`src/rtl/multi_regf_pkg.sv`:
```
// Shared register-map constants and the bus access decode type for the
// multi-channel register file.
package multi_regf_pkg;

   localparam logic [1:0] OFS_CTRL = 2'd0;
   localparam logic [1:0] OFS_STAT = 2'd1;
   localparam logic [1:0] OFS_LOCK = 2'd2;
   localparam int         STRIDE   = 4;

   typedef enum logic [2:0] {
      ACC_NONE,
      ACC_CTRL,
      ACC_STAT,
      ACC_LOCK,
      ACC_GUARD,
      ACC_UNMAPPED
   } acc_e;

endpackage

```
`src/rtl/multi_regf_chan.sv`:
```
// One channel: CTRL field, saturating STAT event counter and write-once lock.
// The bus write arriving here has already passed the lock/guard checks.
module multi_regf_chan #(
   parameter int WIDTH     = 16,
   parameter int CNT_W     = 8,
   parameter int CORE_PRIO = 1
) (
   input  logic             clk,
   input  logic             rst,
   input  logic             core_wr,
   input  logic [WIDTH-1:0] core_wval,
   input  logic             bus_we,
   input  logic [WIDTH-1:0] bus_wdata,
   input  logic             stat_rd,
   input  logic             lock_set,
   input  logic             evt,
   output logic [WIDTH-1:0] ctrl,
   output logic [CNT_W-1:0] cnt,
   output logic             lock,
   output logic             upd
);

   localparam logic [CNT_W-1:0] CNT_MAX = '1;
   localparam logic [CNT_W-1:0] CNT_ONE = CNT_W'(1);

   // A colliding core write either shadows the bus write or loses to it;
   // the update pulse only reports values that actually came from the bus.
   always_ff @(posedge clk or posedge rst) begin
      if (rst) begin
         ctrl <= '0;
         upd  <= 1'b0;
      end else begin
         upd <= 1'b0;
         if (core_wr && (CORE_PRIO != 0 || !bus_we)) begin
            ctrl <= core_wval;
         end else if (bus_we) begin
            ctrl <= bus_wdata;
            upd  <= 1'b1;
         end
      end
   end

   always_ff @(posedge clk or posedge rst) begin
      if (rst) begin
         cnt <= '0;
      end else if (stat_rd) begin
         cnt <= evt ? CNT_ONE : '0;
      end else if (evt && cnt != CNT_MAX) begin
         cnt <= cnt + CNT_ONE;
      end
   end

   always_ff @(posedge clk or posedge rst) begin
      if (rst) begin
         lock <= 1'b0;
      end else if (lock_set) begin
         lock <= 1'b1;
      end
   end

endmodule

```
`src/rtl/multi_regf.sv`:
```
// Multi-channel register file: bus decode, global write guard and the
// registered read path around NUM_CH channel slices.
module multi_regf
   import multi_regf_pkg::*;
#(
   parameter int NUM_CH    = 4,
   parameter int WIDTH     = 16,
   parameter int CNT_W     = 8,
   parameter int ADDR_W    = 13,
   parameter int CORE_PRIO = 1
) (
   input  logic                    main_clk_i,
   input  logic                    main_rst_i,
   input  logic                    mem_ena_i,
   input  logic [ADDR_W-1:0]       mem_addr_i,
   input  logic                    mem_wena_i,
   input  logic [31:0]             mem_wdata_i,
   output logic [31:0]             mem_rdata_o,
   output logic                    mem_err_o,
   input  logic [NUM_CH-1:0]       core_wr_i,
   input  logic [NUM_CH*WIDTH-1:0] core_wval_i,
   output logic [NUM_CH*WIDTH-1:0] ctrl_rval_o,
   output logic [NUM_CH-1:0]       ctrl_upd_o,
   input  logic [NUM_CH-1:0]       evt_i,
   output logic [NUM_CH-1:0]       lock_o,
   output logic                    guard_o
);

   localparam int                CH_W       = ADDR_W - 2;
   localparam logic [ADDR_W-1:0] GUARD_ADDR = ADDR_W'(NUM_CH * STRIDE);
   localparam logic [CH_W-1:0]   CH_LIMIT   = CH_W'(NUM_CH);

   logic [CH_W-1:0]   addr_ch;
   logic [1:0]        addr_ofs;
   acc_e              acc;
   logic [NUM_CH-1:0] ch_sel;
   logic [NUM_CH-1:0] lock_vec;
   logic [NUM_CH-1:0] upd_vec;
   logic [NUM_CH-1:0] bus_we;
   logic [NUM_CH-1:0] stat_rd;
   logic [NUM_CH-1:0] lock_set;
   logic [WIDTH-1:0]  ctrl_q [NUM_CH];
   logic [CNT_W-1:0]  cnt_q  [NUM_CH];
   logic              guard_q;
   logic              sel_locked;
   logic              ctrl_accept;
   logic [31:0]       rdata_d;
   logic              err_d;

   assign addr_ch  = mem_addr_i[ADDR_W-1:2];
   assign addr_ofs = mem_addr_i[1:0];

   always_comb begin
      acc = ACC_NONE;
      if (mem_ena_i) begin
         if (mem_addr_i == GUARD_ADDR) begin
            acc = ACC_GUARD;
         end else if (addr_ch < CH_LIMIT) begin
            case (addr_ofs)
               OFS_CTRL: acc = ACC_CTRL;
               OFS_STAT: acc = ACC_STAT;
               OFS_LOCK: acc = ACC_LOCK;
               default:  acc = ACC_UNMAPPED;
            endcase
         end else begin
            acc = ACC_UNMAPPED;
         end
      end
   end

   always_comb begin
      ch_sel = '0;
      for (int i = 0; i < NUM_CH; i++) begin
         ch_sel[i] = (addr_ch == CH_W'(i));
      end
   end

   assign sel_locked  = |(ch_sel & lock_vec);
   assign ctrl_accept = (acc == ACC_CTRL) && mem_wena_i && guard_q && !sel_locked;
   assign bus_we      = ctrl_accept ? ch_sel : '0;
   assign stat_rd     = (acc == ACC_STAT && !mem_wena_i) ? ch_sel : '0;
   assign lock_set    = (acc == ACC_LOCK && mem_wena_i && mem_wdata_i[0]) ? ch_sel : '0;

   // Writes return zero data; only rejected or illegal accesses raise err.
   always_comb begin
      rdata_d = '0;
      err_d   = 1'b0;
      case (acc)
         ACC_CTRL: begin
            if (mem_wena_i) begin
               err_d = !ctrl_accept;
            end else begin
               for (int i = 0; i < NUM_CH; i++) begin
                  if (ch_sel[i]) rdata_d[WIDTH-1:0] = ctrl_q[i];
               end
            end
         end
         ACC_STAT: begin
            if (mem_wena_i) begin
               err_d = 1'b1;
            end else begin
               for (int i = 0; i < NUM_CH; i++) begin
                  if (ch_sel[i]) rdata_d[CNT_W-1:0] = cnt_q[i];
               end
            end
         end
         ACC_LOCK:     if (!mem_wena_i) rdata_d[0] = sel_locked;
         ACC_GUARD:    if (!mem_wena_i) rdata_d[0] = guard_q;
         ACC_UNMAPPED: err_d = 1'b1;
         default:      ;
      endcase
   end

   always_ff @(posedge main_clk_i or posedge main_rst_i) begin
      if (main_rst_i) begin
         mem_rdata_o <= '0;
         mem_err_o   <= 1'b0;
         guard_q     <= 1'b1;
      end else begin
         mem_rdata_o <= rdata_d;
         mem_err_o   <= err_d;
         if (acc == ACC_GUARD && mem_wena_i) guard_q <= mem_wdata_i[0];
      end
   end

   for (genvar g = 0; g < NUM_CH; g++) begin : g_chan
      multi_regf_chan #(
         .WIDTH     (WIDTH),
         .CNT_W     (CNT_W),
         .CORE_PRIO (CORE_PRIO)
      ) u_chan (
         .clk       (main_clk_i),
         .rst       (main_rst_i),
         .core_wr   (core_wr_i[g]),
         .core_wval (core_wval_i[g*WIDTH +: WIDTH]),
         .bus_we    (bus_we[g]),
         .bus_wdata (mem_wdata_i[WIDTH-1:0]),
         .stat_rd   (stat_rd[g]),
         .lock_set  (lock_set[g]),
         .evt       (evt_i[g]),
         .ctrl      (ctrl_q[g]),
         .cnt       (cnt_q[g]),
         .lock      (lock_vec[g]),
         .upd       (upd_vec[g])
      );
      assign ctrl_rval_o[g*WIDTH +: WIDTH] = ctrl_q[g];
   end

   assign lock_o     = lock_vec;
   assign ctrl_upd_o = upd_vec;
   assign guard_o    = guard_q;

endmodule

```
`config.mk`:
```
export PLATFORM = sky130hd
export DESIGN_NAME = multi_regf
export DESIGN_NICKNAME = d
export VERILOG_FILES = /design/src/rtl/multi_regf_pkg.sv /design/src/rtl/multi_regf_chan.sv /design/src/rtl/multi_regf.sv
export SDC_FILE = /design/constraint.sdc
export NUM_CORES = 1
export LEC_CHECK = 0
export CAP_MARGIN = 20
export CORE_MARGIN = 3
export CORE_UTILIZATION = 55
export DETAILED_ROUTE_END_ITERATION = 16
export DONT_BUFFER_PORTS = 1
export PLACE_DENSITY = 0.66
export REMOVE_ABC_BUFFERS = 1
export SLEW_MARGIN = 20
export SYNTH_ARGS = -nofsm -noshare
export SYNTH_HDL_FRONTEND = slang
export SYNTH_SLANG_ARGS = --single-unit
export TNS_END_PERCENT = 20
```
`constraint.sdc`:
```
create_clock -name main_clk_i -period 12.56 [get_ports main_clk_i]
set_input_delay 2.512 -clock main_clk_i [delete_from_list [all_inputs] [get_ports main_clk_i]]
set_output_delay 2.512 -clock main_clk_i [all_outputs]
set_load 0.05 [all_outputs]
```
# Word level (Yosys, flattened, before mapping)
# Index checks and enable logic that the tools add are counted.
[word_totals] register_bits=122 latchBits=0 ram_bits=0 romBits=0 in_bits=121 output_inout_bits=106 word_cells=118 n_memories=0
[op_classes] n_addsub=4 mul=0 div=0 n_lt_le_gt_ge=1 eq_ne=15 n_shift=0 mux=53 bitwise_logic=1 n_reduce_logical=25
[op_table] cell="16-bit two-way mux" n=13
[op_table] cell="8-bit two-way mux" n=14
[op_table] cell="8-bit by 1-bit adder with 8-bit output (second input constant)" n=4
[op_table] cell="8-bit != test (second input constant)" n=4
[op_table] cell="11-bit by 2-bit == test with 1-bit output (second input constant)" n=2
[op_table] cell="1-bit two-way mux" n=16
[op_table] cell="2-bit nonzero test" n=8
[op_table] cell="7-bit case mux with 2 select lines" n=1
[op_table] cell="13-bit by 5-bit == test with 1-bit output (second input constant)" n=1
[op_table] cell="4-bit two-way mux" n=3
[op_table] cell="11-bit by 1-bit == test with 1-bit output (second input constant)" n=1
[op_table] cell="1-bit logical AND" n=11
[op_table] cell="11-bit logical NOT" n=1
[op_table] cell="11-bit by 3-bit < comparator with 1-bit output (second input constant)" n=1
[op_table] cell="3-bit two-way mux" n=3
[op_table] cell="3-bit case mux with 3 select lines" n=1
[op_table] cell="3-bit by 2-bit == test with 1-bit output (second input constant)" n=2
[op_table] cell="3-bit == test (second input constant)" n=2
[op_table] cell="4-bit AND" n=1
[op_table] cell="1-bit case mux with 4 select lines" n=1
[op_table] cell="4-bit OR reduction" n=1
[op_table] cell="3-bit by 1-bit == test with 1-bit output (second input constant)" n=1
[op_table] cell="1-bit logical NOT" n=3
[op_table] cell="1-bit case mux with 3 select lines" n=1
[op_table] cell="other kinds (3)" n=3

# Depth between registers and ports, before layout
# Gate-level depths: netlist (run 1).
[depth] depth_word=12 depth_mapped=9 ltp_nobuf=7

# Hierarchy
# From an unflattened synthesis (run 1), not the netlist that was laid out.
[unflattened] cells_unflattened=708 area_unflattened_um2=7015.5
[modules_own_cells] module="multi_regf_chan" instances=4 cells_per_inst=122 area_each_um2=1270.0
[modules_own_cells] module="multi_regf" instances=1 cells_per_inst=220 area_each_um2=1935.6

# Least setup slack after synthesis (run 1)
# No wires, ideal clock.
[synth_path] path_kind="in2reg" from="input mem_addr_i[0]" to="register g_chan[0].u_chan.ctrl[10]" setup_time_ns=0.125 arrival_ns=4.736 t_required_ns=12.435 path_slack_ns=7.699 cell_stages=8 path_cell_list="ha_1 -> or4b_1 -> clkbuf_1 -> nor4_4 -> nor3b_4 -> buf_6 -> mux2_1 -> mux2_2"
[synth_between] elab_chain_len=11 word_cells_on_any_way=14
[synth_lines] element="from (decl)" line="multi_regf.sv:15" rtl="input logic [ADDR_W-1:0] mem_addr_i,"
[synth_lines] element="2-bit == test (tied with other cells)" line="multi_regf.sv:59" rtl="case (addr_ofs)"
[synth_lines] element="3-bit case mux with 3 select lines" line="multi_regf.sv:59"
[synth_lines] element="3-bit two-way mux" line="multi_regf.sv:58" rtl="end else if (addr_ch < CH_LIMIT) begin"
[synth_lines] element="3-bit two-way mux (*)" line="multi_regf.sv:56" rtl="if (mem_addr_i == GUARD_ADDR) begin"
[synth_lines] element="3-bit two-way mux (*)" line="multi_regf.sv:55" rtl="if (mem_ena_i) begin"
[synth_lines] element="3-bit by 1-bit == test with 1-bit output (*)" line="multi_regf.sv:79" rtl="assign ctrl_accept = (acc == ACC_CTRL) && mem_wena_i && guard_q && !sel_locked;"
[synth_lines] element="1-bit logical AND (*) (3 in series)" line="multi_regf.sv:79"
[synth_lines] element="4-bit two-way mux (*)" line="multi_regf.sv:80" rtl="assign bus_we = ctrl_accept ? ch_sel : '0;"
[synth_lines] element="2-bit nonzero test (no line) (*)"
[synth_lines] element="to (signal assigned)" line="multi_regf_chan.sv:35" rtl="ctrl <= core_wval;"
[synth_lines] element="to (signal assigned)" line="multi_regf_chan.sv:37" rtl="ctrl <= bus_wdata;"
[synth_lines] element="to (decl)" line="multi_regf_chan.sv:17" rtl="output logic [WIDTH-1:0] ctrl,"
# Every way passes the cells marked *; elsewhere a longest branch is shown, timed or not.
# A chain may end at the register's enable or synchronous reset.

# Worst setup path in the final report (run 1)
[layout_path] from="input mem_addr_i[0]" to="register g_chan[0].u_chan.ctrl[1]"
# The elaborated chain is that of the path after synthesis.

==> flow_metrics.tcl, run 1 <==
set metrics [dict create \
    crit_fanout 14 \
    synth-edff-count 0 \
    track_usage_pct 27.75 \
    cpMostUsedCell "mux2_2" \
    holdCritStartpoint "g_chan[1].u_chan.cnt[1]" \
    dieArea_um2 13850 \
    synth_top_area_share_pct 44.15 \
    viasPerCell 6.423 \
    dpl-instance-area_um2 6848 \
    rrSetupSlack_ns 9.06 \
    wl_met3_mm 2.061 \
    vias 5016 \
    wire_per_inst_um 24.22 \
    rsz0062_at_grt "no" \
    grt_pass1_vias 5178 \
    status "finished, final reports clean" \
    wl_met1_mm 7.160 \
    nets 730 \
    drive_gt1_share_pct 23.16 \
    regToRegStartpoint "guard_o" \
    cp.arrival_ns 5.70 \
    r2r-end "g_chan[0].u_chan.ctrl[1]" \
    dr.pass1.iters 5 \
    fillers 995 \
    highest_layer "met5" \
    fmax_mhz 185.2 \
    pin_count 227 \
    hold_viol_final 0 \
    dieHeight_um 117.7 \
    wl_mm 18.92 \
    ys_warn_count 0 \
    power_density_nw_per_um2 175.1 \
    cp.required_ns 12.87 \
    reg2reg_depth 6 \
    synth_top_area_cell "dfrtp_1" \
    slew_headroom_pct 28.17 \
    gr-total-overflow 0 \
    postSynthCellCount 622 \
    ys_types 60 \
    cts_setup_buffers 0 \
    hold_path_depth 2 \
    synthToLayoutAreaGrowth_pct 9.287 \
    worst-setup-path-type "primary input to flip-flop" \
    yosys-top-cells-area "dfrtp_1 (44%), mux2_2 (13%), mux4_2 (5.6%)" \
    hp-class "flip-flop to flip-flop" \
    cts-resized-gates 0 \
    htreeDepth 4 \
    routed-wl-met2_mm 9.181 \
    holdPathEnd "g_chan[1].u_chan.cnt[1]" \
    synth_area_um2 6858 \
    cts_inserted_buffers 17 \
    ys.flop_type "dfrtp_1" \
    fin_ws_ns 7.161 \
    ys_seq_elements 122 \
    setup-violations-final 0 \
    leakagePower_nw 3.149 \
    cpPeakStageDelay_ns 0.76 \
    avgSynthCellArea_um2 11.03 \
    path_clk_slew_ns 0.05 \
    initialDrtViolationCount 366 \
    die_w_um 117.7 \
    clock_path_buffers 2 \
    cpMaxStageDelayCell "nor4_4" \
    grt_antenna_before_repair 2 \
    diodes 0 \
    dpl.hpwl_mm 13.24 \
    seq_area_frac_synth_pct 44.54 \
    clk_latency_ns 0.42 \
    cp-end-kind "flip-flop" \
    final_antenna_net_count 0 \
    grt_max_degree 67 \
    tightest_slew_ns 1.073 \
    start_util_pct 56.62 \
    hold_buffers 0 \
    fin_crit_sh_pct 42.99 \
    cts-root-buf "clkbuf_16" \
    vdd_drop_max_mv 0.1023 \
    min_period_ns 5.399 \
    holdWs_ns 0.5827 \
    drc 0 \
    rows 40 \
    numClockSinks 122 \
    finalMaxSlewViolations 0 \
    pre_cts_ws_ns 6.513 \
    finClkSkew_ns 0.005611 \
    fin_area_um2 7495 \
    globalplace.congestion 0.8778 \
    cts_tree "built" \
    cp-start-kind "primary input" \
    portBuffers 0 \
    async_reset_ff_share_pct 100.0 \
    drv_cap 0 \
    crit_chain "ha_1 -> or4b_1 -> nor4_4 -> nor3b_4 -> buf_8 -> mux2_2 -> mux2_2" \
    core-area_um2 12110 \
    setup_tns_ns 0 \
    grt_pass1_wl_mm 29.47 \
]
[routing by layer]
metal	global-route usage [%]	vias to the layer above
met5	0	-
met4	11.58	2
li1	-	2181
met2	44.27	279
met1	33.00	2508
met3	11.97	46
[per-stage QoR]
step / total power, mW / cells / util [%]
floorplan: 0.7315 / 580 / -
global placement: 0.7741 / 749 / 56.31
detailed placement: 0.7835 / 750 / 56.54
CTS: 1.315 / 780 / 61.76
global route: 1.364 / 781 / 61.88
finish: 1.312 / 781 / 61.88
[cell usage after synthesis, types with 9 or more instances]
cell type,instances
a21oi_1,23
a31oi_1,11
buf_4,24
clkbuf_1,23
dfrtp_1,121
inv_1,19
mux2_1,18
mux2_2,80
mux4_2,17
nand2_1,34
nand3_1,20
nand4_1,11
nor2_1,48
nor2b_1,20
nor3_1,10
o21ai_0,11
xnor2_1,9
xor2_1,12
[kinds of logic after synthesis]
| family | Yosys count | synth area share (%) |
|---|---|---|
| AND/OR/NAND/NOR | 190 | 14.98 |
| flip-flops | 122 | 44.54 |
| multiplexers | 120 | 22.40 |
| AO/OA/AOI/OAI | 85 | 8.356 |
| buffers and inverters | 76 | 5.711 |
| XOR/XNOR | 21 | 2.682 |
| adder cells (fa/ha/maj) | 7 | 1.277 |
| other | 1 | 0.05468 |
[worst max-delay path, delay by kind of cell]
family | cells | cell delay [ns]
adder cells (fa/ha/maj) | 1 | 0.23
multiplexers | 2 | 0.60
AND/OR/NAND/NOR | 3 | 2.11
buffers and inverters | 1 | 0.24
[flip-flops by register name, summed over array words and instances (netlist names)]
register	count
g_chan.u_chan.cnt	32
mem_rdata_o	16
g_chan.u_chan.upd	4
mem_err_o	1
guard_o	1
g_chan.u_chan.lock	4
g_chan.u_chan.ctrl	64
[where the power goes]
| part | internal (mW) | switching (mW) | total (mW) |
|---|---|---|---|
| clock network | 0.359 | 0.172 | 0.531 |
| logic | 0.0921 | 0.0848 | 0.177 |
| registers | 0.449 | 0.156 | 0.604 |
| total | 0.900 | 0.412 | 1.31 |
[cell type report]
cell class,count,area (µm²),area share (%)
Timing Repair Buffer,3,37.54,0.5008
Sequential cell,122,3054,40.75
Tap cell,168,210.2,2.805
Inverter,19,73.82,0.9850
Multi-Input combinational cell,439,3487,46.53
Clock inverter,8,167.7,2.237
Clock buffer,22,464.2,6.194
[placed cells by master (no fill, tap or decap), drive strengths merged, types with 16 or more instances in the layout]
master / count
a21oi: 23
nand3: 20
mux2: 98
conb: 16
nor2: 49
nand2: 35
nor2b: 20
inv: 19
mux4: 17
clkbuf: 22
dfrtp: 121
[worst max path at each step]
stage,slack (ns),from,endpoint,cells after the start
2_1_floorplan,6.81,main_rst_i,g_chan[0].u_chan.cnt[0],1
3_3_place_gp,6.49,mem_addr_i[0],g_chan[0].u_chan.ctrl[14],6
3_5_place_dp,6.51,mem_addr_i[0],g_chan[3].u_chan.ctrl[12],6
4_1_cts,6.97,mem_addr_i[0],g_chan[3].u_chan.ctrl[12],6
5_1_grt,7.04,mem_addr_i[0],g_chan[0].u_chan.ctrl[3],7
6_report,7.16,mem_addr_i[0],g_chan[0].u_chan.ctrl[1],7
Note: power is estimated with default switching activity, not from simulation.
==> run 2, diff against run 1 <==
clock period = 5 ns   (was 12.56 ns; I/O delays follow)
==> run 2 against run 1 <==
Via count decreased by 0.68%; total power increased by 150%; critical path depth rose by 1; cell count increased by 0.77%; core utilization is 0.17 points lower; first-iteration DRC count grew 23%; routed wire length shrank 0.78%; sequential share of layout area grew 0.11 points; hold slack got worse by 0.10 ns; combinational power increased to 2.5 times the previous value.
==> flow_metrics.tcl, run 2 (synthesized netlist as in run 1, its figures left out) <==
set metrics [dict create \
    layout_commonest_cell "dfrtp_1" \
    cpMaxStageDelayCell "or4b_1" \
    hold_buffers 0 \
    finClkSkew_ns 0.006588 \
    hp-class "primary input to async pin" \
    cts_setup_buffers 0 \
    min_period_ns 3.237 \
    grt_pass1_vias 5065 \
    clk_latency_ns 0.43 \
    power_density_nw_per_um2 430.6 \
    drc 0 \
    dpl-instance-area_um2 6875 \
    cts-resized-gates 0 \
    cp.arrival_ns 3.55 \
    path_buf_inv 2 \
    holdWs_ns 0.4806 \
    crit_fanout 17 \
    fin_crit_sh_pct 64.75 \
    hold_viol_final 0 \
    fmax_mhz 308.9 \
    cp.required_ns 5.31 \
    dieArea_um2 13850 \
    finalMaxSlewViolations 0 \
    cpPeakStageDelay_ns 0.66 \
    gr-total-overflow 0 \
    final_antenna_net_count 0 \
    htreeDepth 4 \
    leakagePower_nw 3.141 \
    rows 40 \
    cp-end-kind "flip-flop" \
    layout_common_cells "dfrtp_1 (121), mux2_2 (80), nor2_1 (48)" \
    status "finished, final reports clean" \
    vias 4982 \
    crit_family "simple AND/OR/NAND/NOR gates" \
    numClockSinks 122 \
    die_w_um 117.7 \
    pin_count 227 \
    wire_per_inst_um 23.85 \
    cts_inserted_buffers 17 \
    grt_max_degree 45 \
    drive_gt1_share_pct 24.07 \
    nets 734 \
    slew_headroom_pct 34.72 \
    setup-violations-final 0 \
    fin_area_um2 7475 \
    vdd_drop_max_mv 0.4141 \
    worst-setup-path-type "primary input to flip-flop" \
    crit_chain "ha_1 -> or4b_1 -> nor4_4 -> buf_4 -> nor3b_4 -> buf_4 -> mux2_2 -> mux2_2" \
    clock_path_buffers 2 \
    fin_util_pct 61.71 \
    largest_reg_flops 64 \
    track_usage_pct 27.22 \
    wl_mm 18.77 \
    rsz0062_at_grt "no" \
    grt_antenna_before_repair 1 \
    grt_pass1_wl_mm 28.93 \
    viasPerCell 6.330 \
    tightest_slew_ns 0.9756 \
    path_clk_slew_ns 0.06 \
    core-area_um2 12110 \
    cts_tree "built" \
    portBuffers 0 \
    p_total_mw 3.218 \
    initialDrtViolationCount 449 \
    globalplace.congestion 0.9256 \
    reg.largest.list "g_chan.u_chan.ctrl: 64 flops, g_chan.u_chan.cnt: 32 flops, mem_rdata_o: 16 flops" \
    dieHeight_um 117.7 \
    cp-start-kind "primary input" \
    largest-register "g_chan.u_chan.ctrl" \
    dpl.hpwl_mm 13.27 \
    cts-root-buf "clkbuf_16" \
    diodes 0 \
    start_util_pct 56.62 \
    synthToLayoutAreaGrowth_pct 8.995 \
    setup_tns_ns 0 \
    dr.pass1.iters 5 \
    drv_cap 0 \
]
run 2: cell count changes in the layout (fill, tap and decap cells not counted), sizes merged:
cell / change
inv: +3
clkinvlp: +3
bufinv: -2
clkinv: +2
clkdlybuf4s15: +1
clkbuf: -4
buf: +3
run 2: path summary, 6_finish.rpt:
path | cells after the start | slack, ns | to | start
max | 8 | 1.76 | g_chan[3].u_chan.ctrl[11] | mem_addr_i[0]
min | 1 | 0.48 | g_chan[1].u_chan.ctrl[5] | main_rst_i
max reg2reg | 7 | 2.15 | g_chan[3].u_chan.ctrl[11] | guard_o
min reg2reg | 2 | 0.58 | g_chan[1].u_chan.cnt[1] | g_chan[1].u_chan.cnt[1]
max in group asynchronous | 2 | 3.56 | g_chan[3].u_chan.cnt[2] | main_rst_i
min in group main_clk_i | 2 | 0.58 | g_chan[1].u_chan.cnt[1] | g_chan[1].u_chan.cnt[1]
run 2: stage by stage:
stage / setup WS [ns] / instances
4_1_cts: 1.799 / 787
3_3_place_gp: 1.423 / 754
3_5_place_dp: 1.372 / 755
5_1_grt: 1.670 / 787
6_report: 1.763 / 787
2_1_floorplan: 0.7591 / 580
run 2: layout make-up:
class / count / area [µm²]
multi-input combinational: 439 / 3481
tap: 168 / 210.2
sequential: 122 / 3054
inverter: 19 / 73.82
timing repair buffer: 7 / 56.30
clock inverter: 14 / 170.2
clock buffer: 18 / 429.2
fill: 1009 / 4637
run 2: metal layers:
layer  up-vias  global-route usage, %  wire (µm)  part of all wire, %
met5         -                      0         20                 0.11
met4         2                  10.84        531                  2.8
met3        44                  11.58       1971                   11
met2       274                  43.19       9040                   48
met1      2470                  32.92       7205                   38
li1       2192                      -          -                    -
run 2: power breakdown:
group,leakage (nW),switching (mW),internal (mW),total [mW]
Combinational,1.36,0.211,0.232,0.443
Sequential,1.50,0.388,1.13,1.51
Clock,0.283,0.477,0.785,1.26
==> run 3, diff against run 2 <==
clock period = 3.4 ns   (was 5 ns; I/O delays follow)
==> run 3 against run 2 <==
Hold slack worse by 0.20 ns; largest power group unchanged; sequential share of layout area down 0.30 points; clock skew about the same; global-route usage up 0.31 points; critical endpoint is now g_chan[2].u_chan.ctrl[10].
==> flow_metrics.tcl, run 3 (synthesized netlist as in run 1, its figures left out) <==
set metrics [dict create \
    cts_setup_buffers 0 \
    reg.largest.list "g_chan.u_chan.ctrl: 64 flops, g_chan.u_chan.cnt: 32 flops, mem_rdata_o: 16 flops" \
    cp.required_ns 3.70 \
    clock_path_buffers 2 \
    sequentialPowerShare_pct 47.6 \
    hold_viol_final 0 \
    slew_headroom_pct 46.34 \
    fin_cells 793 \
    hp-class "primary input to async pin" \
    grt_antenna_before_repair 1 \
    reg2reg_depth 6 \
    status "finished, final reports clean" \
    wire_per_inst_um 23.27 \
    dr.pass1.iters 5 \
    cp-start-kind "primary input" \
    finalMaxSlewViolations 0 \
    layout_commonest_cell "dfrtp_1" \
    drv_cap 0 \
    wl_mm 18.45 \
    initialDrtViolationCount 395 \
    dpl.hpwl_mm 13.32 \
    largest_reg_flops 64 \
    portBuffers 0 \
    power_density_nw_per_um2 621.7 \
    start_util_pct 56.62 \
    rsz0062_at_grt "no" \
    cts_tree "built" \
    holdWs_ns 0.2845 \
    clk_latency_ns 0.42 \
    crit_fanout 11 \
    gr-total-overflow 0 \
    grt_pass1_wl_mm 29.41 \
    p_total_mw 4.681 \
    min_period_ns 2.739 \
    final_antenna_net_count 0 \
    numClockSinks 122 \
    grt_pass1_vias 5145 \
    drc 0 \
    finClkSkew_ns 0.007065 \
    viasPerCell 6.195 \
    p_int_mw 3.120 \
    drive_gt1_share_pct 24.80 \
    core-area_um2 12110 \
    worst-setup-path-type "primary input to flip-flop" \
    pwr-share-comb_pct 14.0 \
    nets 740 \
    tightest_slew_ns 0.8048 \
    diodes 0 \
    synthToLayoutAreaGrowth_pct 9.797 \
    rrSetupSlack_ns 0.67 \
    swShare_pct 33.35 \
    dp_cells 761 \
    grt_max_degree 66 \
    p_sw_mw 1.561 \
    cts_inserted_buffers 17 \
    vdd_drop_max_mv 0.5085 \
    cp-end-kind "flip-flop" \
    setup-violations-final 0 \
    pin_count 227 \
    vias 4913 \
    cts-resized-gates 0 \
    fmax_mhz 365.1 \
    path_clk_slew_ns 0.06 \
    globalplace.congestion 0.9267 \
    hold_buffers 0 \
    cts-root-buf "clkbuf_16" \
    leakagePower_nw 3.186 \
    clockPowerShare_pct 38.5 \
    dieHeight_um 117.7 \
    layout_common_cells "dfrtp_1 (121), mux2_2 (80), nor2_1 (48)" \
    track_usage_pct 27.52 \
    dieArea_um2 13850 \
    fin_crit_sh_pct 80.55 \
    die_w_um 117.7 \
    rows 40 \
    htreeDepth 4 \
    cp.arrival_ns 3.04 \
    largest-register "g_chan.u_chan.ctrl" \
]
-- run 3: cell types whose count changed in the layout (fill, tap and decap cells not counted) --
| cell | change |
|---|---|
| clkinv_4 | +1 |
| nor4_2 | -1 |
| bufinv_16 | -1 |
| buf_12 | +2 |
| nor4_1 | +1 |
| buf_4 | +5 |
| clkdlybuf4s15_2 | -1 |
| clkinvlp_4 | -1 |
| clkbuf_8 | +2 |
| clkbuf_1 | -1 |
-- run 3: cell type report --
type	instances	area [µm²]
fillers	1004	4582
multi-input cells	439	3475
flip-flops and latches	122	3054
clock buffers	19	452.9
well taps	168	210.2
clock inverters	13	141.4
repair buffers	13	122.6
inverters	19	73.82
-- run 3: critical path: stages --
cell and delay [ns]:
ha_1 0.23, or4b_1 0.64, nor4_4 0.31, buf_4 0.28
and2_0 0.49, nor3b_1 0.11, a221o_1 0.29
-- run 3: through the flow --
stage | utilization (%) | area, µm² | TNS, ns | worst slack (ns)
global placement | 57.26 | 6935 | 0 | 0.2923
finish | 62.17 | 7530 | 0 | 0.6612
CTS | 62.17 | 7530 | 0 | 0.6836
floorplan | - | 6594 | -63.03 | -0.5209
global route | 62.17 | 7530 | 0 | 0.5095
detailed placement | 57.26 | 6935 | 0 | 0.2614
-- run 3: power groups by stage --
stage / combinational [mW] / sequential [mW] / clock [mW]
global placement: 0.626 / 2.24 / 0
CTS: 0.657 / 2.22 / 1.83
detailed placement: 0.658 / 2.25 / 0
floorplan: 0.560 / 2.14 / 0
finish: 0.654 / 2.23 / 1.80
global route: 0.736 / 2.26 / 1.90
-- run 3: per-layer routing --
layer	part of all wire [%]	global-route usage [%]	vias up	routed length (µm)
met4	2.2	10.48	2	399
li1	-	-	2198	-
met3	10	10.96	35	1844
met2	49	44.56	244	8958
met1	39	33.22	2434	7235
met5	0.070	0	-	13
-- run 3: final timing paths --
check | end | from
max in group asynchronous | g_chan[2].u_chan.ctrl[14] | main_rst_i
min in group main_clk_i | g_chan[0].u_chan.upd | core_wr_i[0]
min reg2reg | g_chan[1].u_chan.cnt[1] | g_chan[1].u_chan.cnt[1]
max | g_chan[2].u_chan.ctrl[10] | mem_addr_i[0]
max reg2reg | g_chan[2].u_chan.ctrl[10] | guard_o
min | g_chan[2].u_chan.upd | main_rst_i
